## src/rtl/mpsq_acc_pkg.sv

```systemverilog
// Shared widths, types and the rounding helper for the MPSQ product accumulator.
package mpsq_acc_pkg;

  localparam int DEF_PROD_W = 37;
  localparam int DEF_ACC_W  = 24;
  localparam int DEF_CNT_W  = 8;

  typedef logic [DEF_PROD_W-1:0] prod_t;
  typedef logic [DEF_ACC_W-1:0]  acc_t;
  typedef logic [DEF_CNT_W-1:0]  cnt_t;

  // Half an LSB of the kept result: added before the shift for round-half-up.
  function automatic logic [63:0] round_half(input int shift);
    return 64'd1 << (shift - 1);
  endfunction

endpackage

```

## src/rtl/mpsq_vld_tracker.sv

```systemverilog
// Valid/last shift register that follows operands through the ce-gated multiplier.
module mpsq_vld_tracker #(
  parameter int LAT = 3
) (
  input  logic clk,
  input  logic reset,
  input  logic ce,
  input  logic in_vld,
  input  logic in_lst,
  output logic tail_v,
  output logic tail_l
);

  logic [LAT-1:0] vld_sr;
  logic [LAT-1:0] lst_sr;

  always_ff @(posedge clk or posedge reset) begin
    if (reset) begin
      vld_sr <= '0;
      lst_sr <= '0;
    end else if (ce) begin
      vld_sr[0] <= in_vld;
      lst_sr[0] <= in_lst;
      for (int i = 1; i < LAT; i++) begin
        vld_sr[i] <= vld_sr[i-1];
        lst_sr[i] <= lst_sr[i-1];
      end
    end
  end

  assign tail_v = vld_sr[LAT-1];
  assign tail_l = lst_sr[LAT-1];

endmodule

```

## src/rtl/mpsq_mul_accum.sv

```systemverilog
// Rounds and accumulates multiplier products per group; one result per in_last.
// Optional build macro MPSQ_ACC_SAT_EN: saturating accumulator plus out_ovf flag.
module mpsq_mul_accum
  import mpsq_acc_pkg::*;
#(
  parameter int PROD_W  = DEF_PROD_W,
  parameter int MUL_LAT = 3,
  parameter int SHIFT   = 16,
  parameter int ACC_W   = DEF_ACC_W,
  parameter int CNT_W   = DEF_CNT_W
) (
  input  logic              clk,
  input  logic              reset,
  input  logic              in_valid,
  input  logic              in_last,
  output logic              in_ready,
  output logic              mul_ce,
  input  logic [PROD_W-1:0] mul_dout,
  output logic              out_valid,
  input  logic              out_ready,
`ifdef MPSQ_ACC_SAT_EN
  output logic              out_ovf,
`endif
  output logic [ACC_W-1:0]  out_data,
  output logic [CNT_W-1:0]  out_count
);

  localparam int TERM_W = PROD_W + 1 - SHIFT;
  localparam logic [PROD_W:0] RND = (PROD_W+1)'(round_half(SHIFT));

  // valid/ready: a beat transfers on an edge where valid & ready are both high;
  // a stalled output freezes the whole pipeline, multiplier included.
  logic stall;
  logic accept;
  logic tail_v;
  logic tail_l;

  assign stall    = out_valid & ~out_ready;
  assign mul_ce   = ~stall;
  assign in_ready = ~stall;
  assign accept   = in_valid & in_ready;

  mpsq_vld_tracker #(.LAT(MUL_LAT)) u_trk (
    .clk    (clk),
    .reset  (reset),
    .ce     (mul_ce),
    .in_vld (accept),
    .in_lst (in_last),
    .tail_v (tail_v),
    .tail_l (tail_l)
  );

  logic [ACC_W-1:0]  acc;
  logic [CNT_W-1:0]  cnt;
  logic [PROD_W:0]   rnd_sum;
  logic [TERM_W-1:0] term;
  logic [ACC_W:0]    acc_n;
  logic [ACC_W-1:0]  acc_q;
  logic [CNT_W-1:0]  cnt_n;

  // The extra top bit keeps the rounding carry of an all-ones product.
  assign rnd_sum = {1'b0, mul_dout} + RND;
  assign term    = rnd_sum[PROD_W:SHIFT];
  assign acc_n   = {1'b0, acc} + (ACC_W+1)'(term);
  assign cnt_n   = (cnt == '1) ? cnt : cnt + CNT_W'(1);

`ifdef MPSQ_ACC_SAT_EN
  logic sat_hit;
  logic grp_ovf;
  assign sat_hit = acc_n[ACC_W];
  assign acc_q   = sat_hit ? '1 : acc_n[ACC_W-1:0];
`else
  assign acc_q   = acc_n[ACC_W-1:0];
`endif

  always_ff @(posedge clk or posedge reset) begin
    if (reset) begin
      out_valid <= 1'b0;
      out_data  <= '0;
      out_count <= '0;
      acc       <= '0;
      cnt       <= '0;
`ifdef MPSQ_ACC_SAT_EN
      out_ovf   <= 1'b0;
      grp_ovf   <= 1'b0;
`endif
    end else if (!stall) begin
      if (out_valid && out_ready) out_valid <= 1'b0;
      if (tail_v) begin
        if (tail_l) begin
          out_data  <= acc_q;
          out_count <= cnt_n;
          out_valid <= 1'b1;
          acc       <= '0;
          cnt       <= '0;
`ifdef MPSQ_ACC_SAT_EN
          out_ovf   <= grp_ovf | sat_hit;
          grp_ovf   <= 1'b0;
`endif
        end else begin
          acc <= acc_q;
          cnt <= cnt_n;
`ifdef MPSQ_ACC_SAT_EN
          grp_ovf <= grp_ovf | sat_hit;
`endif
        end
      end
    end
  end

endmodule

```

## config.mk

```make
export PLATFORM = sky130hd
export DESIGN_NAME = mpsq_mul_accum
export DESIGN_NICKNAME = d
export VERILOG_FILES = /design/src/rtl/mpsq_acc_pkg.sv /design/src/rtl/mpsq_vld_tracker.sv /design/src/rtl/mpsq_mul_accum.sv
export SDC_FILE = /design/constraint.sdc
export NUM_CORES = 1
export LEC_CHECK = 0
export CORE_MARGIN = 2
export CORE_UTILIZATION = 25
export DETAILED_ROUTE_END_ITERATION = 16
export HOLD_SLACK_MARGIN = 0.02
export PLACE_DENSITY = 0.53
export SLEW_MARGIN = 20
export SYNTH_ARGS = -nofsm -noshare
export SYNTH_HDL_FRONTEND = slang
export SYNTH_HIERARCHICAL = 1
export SYNTH_SLANG_ARGS = --single-unit
```

## constraint.sdc

```tcl
create_clock -name clk -period 2.3 [get_ports clk]
set_input_delay 0.345 -clock clk [delete_from_list [all_inputs] [get_ports clk]]
set_output_delay 0.345 -clock clk [all_outputs]
set_load 0.02 [all_outputs]
```

==> results of run 1 <==
-- metal layers --
| layer | wire [um] | vias up | part of all wire (%) | track usage [%] |
|---|---|---|---|---|
| met4 | 193 | 0 | 1.4 | 4.52 |
| li1 | - | 2006 | - | - |
| met2 | 6820 | 61 | 51 | 25.6 |
| met1 | 5970 | 2050 | 45 | 18.6 |
| met5 | 0 | - | 0 | 0 |
| met3 | 412 | 15 | 3.1 | 2.61 |
-- sequential cells by signal (all words and copies together) (netlist names) --
register,count
acc,24
cnt,8
out_count,8
out_data,24
u_trk/vld_sr,3
u_trk/lst_sr,3
out_valid,1
-- layout make-up --
| class | instances | area (um^2) | area share [%] |
|---|---|---|---|
| clock buffer | 10 | 229 | 3.18 |
| clock inverter | 6 | 68.8 | 0.955 |
| inverter | 7 | 26.3 | 0.365 |
| multi-input combinational | 358 | 3210 | 44.6 |
| sequential | 71 | 1780 | 24.7 |
| tap | 225 | 282 | 3.91 |
| timing repair buffer | 184 | 1610 | 22.3 |
-- synthesized netlist by cell type, types with 12 or more instances --
cell and n:
nor2_1 20, a21o_1 13, clkbuf_1 13, and3_1 13, nand2_1 50, nand3_1 19, xnor2_1 24, a22o_1 14
a21oi_1 22, xor2_1 16, o21ai_0 22, ha_1 26, and2_1 12, dfrtp_1 71, o21ai_1 19
-- layout by cell type, fill, tap and decap left out, types with 5 or more instances in the layout --
master           synthesis  final
dfrtp_1                 71     71
buf_4                    1    108
ha_1                    26     18
a22o_1                  14     14
nand3_1                 19     12
xor2_2                   0      7
clkdlybuf4s50_1          0     47
dlygate4sd2_1            0      6
nand2_1                 50     44
and2_1                  12     10
a21oi_1                 22      8
and3_1                  13      6
xor2_1                  16      8
nand4_1                  5      5
mux2_4                   6     13
nor2_1                  20     15
nor2_4                   0      5
and3_4                   1      8
nand2b_1                 8      8
a21o_1                  13     13
o21ai_2                  0      7
inv_1                    7      6
a21oi_2                  1     11
xnor2_1                 24     18
buf_6                    1     18
clkbuf_16                0      9
ha_4                     0      6
o21ai_0                 22     17
mux2_1                   6      5
o21ai_1                 19     14
-- power groups by stage --
| stage | combinational (W) | sequential (W) | clock, W |
|---|---|---|---|
| detailed placement | 0.00436 | 0.00207 | 0 |
| CTS | 0.00486 | 0.00206 | 0.00146 |
| global placement | 0.00431 | 0.00206 | 0 |
| global route | 0.00564 | 0.00214 | 0.00151 |
| floorplan | 0.00230 | 0.00229 | 0 |
| finish | 0.00520 | 0.00207 | 0.00143 |
-- stage by stage --
step	TNS, ps	hold WS, ps	std cells
6_report	-13480	264	861
5_1_grt	-17330	315	861
4_1_cts	-11990	275	852
3_5_place_dp	-40310	479	819
3_3_place_gp	-39090	474	819
2_1_floorplan	-9300	136	454
-- cell families after synthesis --
family	Yosys count	synth area share, %
muxes	24	6.50
DFF	71	39.8
adders and majority gates	27	7.73
buffers and inverters	25	2.38
and+or+nand+nor	144	16.4
AOI/OAI and AO/OA	123	19.4
xor gates and xnor gates	40	7.84
-- timing repair --
item / CTS / global route
pin swaps: 61 / 53
setup endpoints to repair: 41 / 37
gates resized for setup: 106 / 43
buffers inserted: 17 / 11
-- worst max path at each step --
stage | start | endpoint | slack (ps) | cells after the start
after floorplan | mul_dout[18] | out_data[23] | -600 | 15
after global placement | mul_dout[18] | out_data[18] | -1330 | 16
after detailed placement | mul_dout[18] | out_data[18] | -1310 | 16
after CTS | mul_dout[18] | out_data[18] | -510 | 16
after global routing | mul_dout[17] | acc[19] | -620 | 15
final | mul_dout[17] | out_data[23] | -500 | 16
==> reports/metrics.yaml, run 1 <==
status:
  outcome: "complete, but fails checks"
  violations: "setup timing"
route:
  final_antenna_net_count: 0
  vias: 4132
  routed_wl_um: 13400
  first_iter_violations: 190
  remaining_drc_errors: 0
  viasPerCell: 4.80
  wire_per_inst_um: 15.6
  firstDrtPassIters: 4
setup_path:
  ff2ff_setup_slack_ps: -440
  path_delay_family: "simple AND/OR/NAND/NOR gates"
  max_stage_delay_ps: 300
  worst-path-buf-inv: 1
  timing.rr.end: "out_data[16]"
  reg2reg_depth: 9
  worstSetupPathType: "input port to flip-flop"
  cp-end-kind: "flip-flop"
  slowest_stage: "a221o_1"
  crit_required_ps: 2530
  crit_fanout: 4
  rr_startpoint: "acc[0]"
  path_cells: "buf_6, and3_4, and3_4, nand2_4, nor2_4, nand3_4, nor2_4, xor2_2, ha_1, a21o_1, a21oi_2, nand4b_1, a31oi_1, o21a_1, or2_1, a221o_1"
  cp-start-kind: "input port"
  cp_data_arrival_time_ps: 3030
sta:
  skew_ps: 3.99
  max_freq_ghz: 0.357
  final_hold_viol_count: 0
  relSlewSlack_pct: 67.0
  setup_viol: 36
  maxSlewViolCount: 0
  setup_slack_ps: -502
  rsz0062_at_grt: "true"
  worst_slew_pin_slew_ps: 495
  period_minus_slack_ps: 2800
  final.period_utilization_pct: 122
clock_tree:
  hold_buffers: 0
  clk_pin_slew_ps: 60
  clock-root-buffer: "clkbuf_16"
  numCtsBuffers: 9
  clk_latency_ps: 350
  cts.path.max_buffers: 2
  cts_tree: "built"
  cts.htree.levels: 3
  cts_sinks: 71
floorplan:
  rows: 48
  coreArea_mm2: 0.0174
  die_h_um: 138
  die_x_um: 138
  io_pins: 77
  floorplan.initialDensity_pct: 25.7
  die_area_mm2: 0.0190
logic_synthesis:
  async_flop_share_pct: 100
  synth_warnings: 6
  syn_avg_cell_area_um2: 9.84
  syn_area_mm2: 0.00447
  synthFlopType: "dfrtp_1"
  netlist_instances: 454
  ys_top_cells_by_area: "dfrtp_1 40%, ha_1 7.3%, xnor2_1 4.7%"
  yosys.area.top_type: "dfrtp_1"
  ys_seq_area_share_pct: 39.8
  yosysUniqueCellTypes: 55
  ys_seq_elements: 71
  synth_edf_count: 0
  syn-num-nets: 523
  yosysTopAreaCellShare_pct: 39.8
finish:
  final_nets: 700
  drive_gt1_share_pct: 39.9
  areaGrowthSynthToFinish_pct: 61.3
  design_area_mm2: 0.00720
  nFillCells: 1650
  antenna_cells: 0
  fin_util_pct: 41.5
pwr:
  peakVddDrop_mv: 0.453
  powerDensity_mw_per_mm2: 1210
  power_w: 0.00870
  internal_power_w: 0.00527
  p_leak_nw: 3.25
  clockPowerShare_pct: 16.5
  sw_frac_of_total_pct: 39.5
  net-switching-power_w: 0.00344
  pwr-share-comb_pct: 59.8
  seqPwrFrac_pct: 23.7
placed_design:
  pre_cts_slack_ps: -1310
  post-dp-hpwl_um: 9310
  finalWeightedCongestion: 0.862
  numPortBuffers: 61
  dpl_cell_area_mm2: 0.00614
run:
  maxCapViolCount: 0
grt:
  grt_pass1_vias: 4390
  grtUsageTotal_pct: 14.8
  grt_max_degree: 38
  grt_pass1_wl_um: 21800
  antenna_found_initial: 0
  overflow: 0
min_path:
  hold_class: "input port to async pin"
Note: power is estimated with default switching activity, not from simulation.
==> run 2: changes to the inputs <==
- REMOVE_ABC_BUFFERS: not set -> 1
==> reports/metrics.yaml, run 2 (synthesized netlist as in run 1, its figures left out) <==
status:
  outcome: "complete, but fails checks"
  violations: "setup timing"
sta:
  final.period_utilization_pct: 122
  setup_viol: 29
  final_hold_viol_count: 0
  relSlewSlack_pct: 66.0
  worst_slew_pin_slew_ps: 509
  period_minus_slack_ps: 2810
  rsz0062_at_grt: "true"
  hold_slack_ps: 272
  maxSlewViolCount: 0
  setup_slack_ps: -506
  max_freq_ghz: 0.356
  skew_ps: 9.46
placed_design:
  dp_cells: 821
  post-dp-hpwl_um: 9560
  dpl_cell_area_mm2: 0.00607
  numPortBuffers: 61
  finalWeightedCongestion: 0.922
  pre_cts_slack_ps: -1460
clock_tree:
  cts.htree.levels: 3
  cts_tree: "built"
  cts.path.max_buffers: 2
  clk_pin_slew_ps: 60
  clock-root-buffer: "clkbuf_16"
  clk_latency_ps: 350
  numCtsBuffers: 9
  hold_buffers: 0
  cts_sinks: 71
finish:
  layout_common_cells: "103 x buf_4, 71 x dfrtp_1, 46 x clkdlybuf4s50_1"
  fin_cells: 860
  antenna_cells: 0
  design_area_mm2: 0.00714
  drive_gt1_share_pct: 39.5
  areaGrowthSynthToFinish_pct: 59.9
  final_common_cell: "buf_4"
  final_nets: 699
  reg_top3: "acc x24, out_data x24"
setup_path:
  path_cells: "buf_6, and3_4, and3_4, nand2_4, nor2_4, buf_6, nand3_4, xnor2_4, ha_4, a21o_1, a21o_1, a21oi_4, a21oi_2, or3_4, a32o_1"
  crit_required_ps: 2540
  worstSetupPathType: "input port to flip-flop"
  max_stage_delay_ps: 400
  cp_data_arrival_time_ps: 3040
  cp-end-kind: "flip-flop"
  slowest_stage: "or3_4"
  cp-start-kind: "input port"
  crit_fanout: 4
floorplan:
  die_area_mm2: 0.0190
  floorplan.initialDensity_pct: 25.7
  rows: 48
  die_h_um: 138
  io_pins: 77
  die_x_um: 138
  coreArea_mm2: 0.0174
grt:
  grt_pass1_wl_um: 21300
  antenna_found_initial: 0
  overflow: 0
  grtUsageTotal_pct: 14.7
  grt_max_degree: 28
  grt_pass1_vias: 4294
route:
  vias: 4074
  routed_wl_um: 13200
  remaining_drc_errors: 0
  first_iter_violations: 149
  final_antenna_net_count: 0
  firstDrtPassIters: 4
  wire_per_inst_um: 15.4
  viasPerCell: 4.74
run:
  maxCapViolCount: 0
pwr:
  power_w: 0.00847
  peakVddDrop_mv: 0.540
  p_leak_nw: 3.26
  powerDensity_mw_per_mm2: 1190
min_path:
  hold_class: "input port to async pin"
[run 2: worst paths after layout]
| check | startpoint | to | slack, ps | cells after the start |
|---|---|---|---|---|
| min reg2reg | acc[0] | acc[0] | 490 | 2 |
| max | mul_dout[18] | acc[21] | -510 | 15 |
| max in group asynchronous | reset | acc[7] | 1370 | 3 |
| min in group clk | acc[0] | acc[0] | 490 | 2 |
| max reg2reg | acc[1] | acc[21] | -310 | 10 |
| min | reset | u_trk/lst_sr[0] | 270 | 2 |
[run 2: stage by stage]
| stage | util, % | TNS, ps |
|---|---|---|
| after floorplan | - | -29120 |
| after global placement | 35.0 | -42960 |
| after detailed placement | 35.0 | -44040 |
| after CTS | 40.2 | -8880 |
| after global routing | 41.2 | -13320 |
| final | 41.2 | -9750 |
[run 2: critical path: cells and delay by family]
family / cells / cell delay (ps)
xor gates and xnor gates: 1 / 190
AOI/OAI and AO/OA: 5 / 930
and+or+nand+nor: 6 / 1080
buffers and inverters: 2 / 240
adders and majority gates: 1 / 250
[run 2: timing repair]
| item | CTS | global route |
|---|---|---|
| setup buffers | 21 | 6 |
| endpoints found under the setup margin | 39 | 33 |
| pin swaps | 78 | 21 |
| gates resized for setup | 144 | 24 |
[run 2: layout make-up]
class	count	area [um^2]
timing repair buffer	183	1610
sequential	71	1780
fill	1637	10200
inverter	7	26.3
multi-input combinational	358	3140
clock buffer	12	256
tap	225	282
clock inverter	4	53.8
[run 2: where the power goes]
part | internal [W] | leakage (nW) | total, W | switching [W]
clock | 0.000900 | 0.145 | 0.00146 | 0.000558
combinational | 0.00253 | 2.21 | 0.00494 | 0.00241
sequential | 0.00173 | 0.902 | 0.00206 | 0.000332
[run 2: metal layers]
layer  GRT usage [%]  up-vias  share of wire [%]
met5               0        -                  0
met4            5.50        0                1.7
met3            3.46       18                3.9
met2            25.3       54                 50
met1            17.8     2006                 44
li1                -     1996                  -
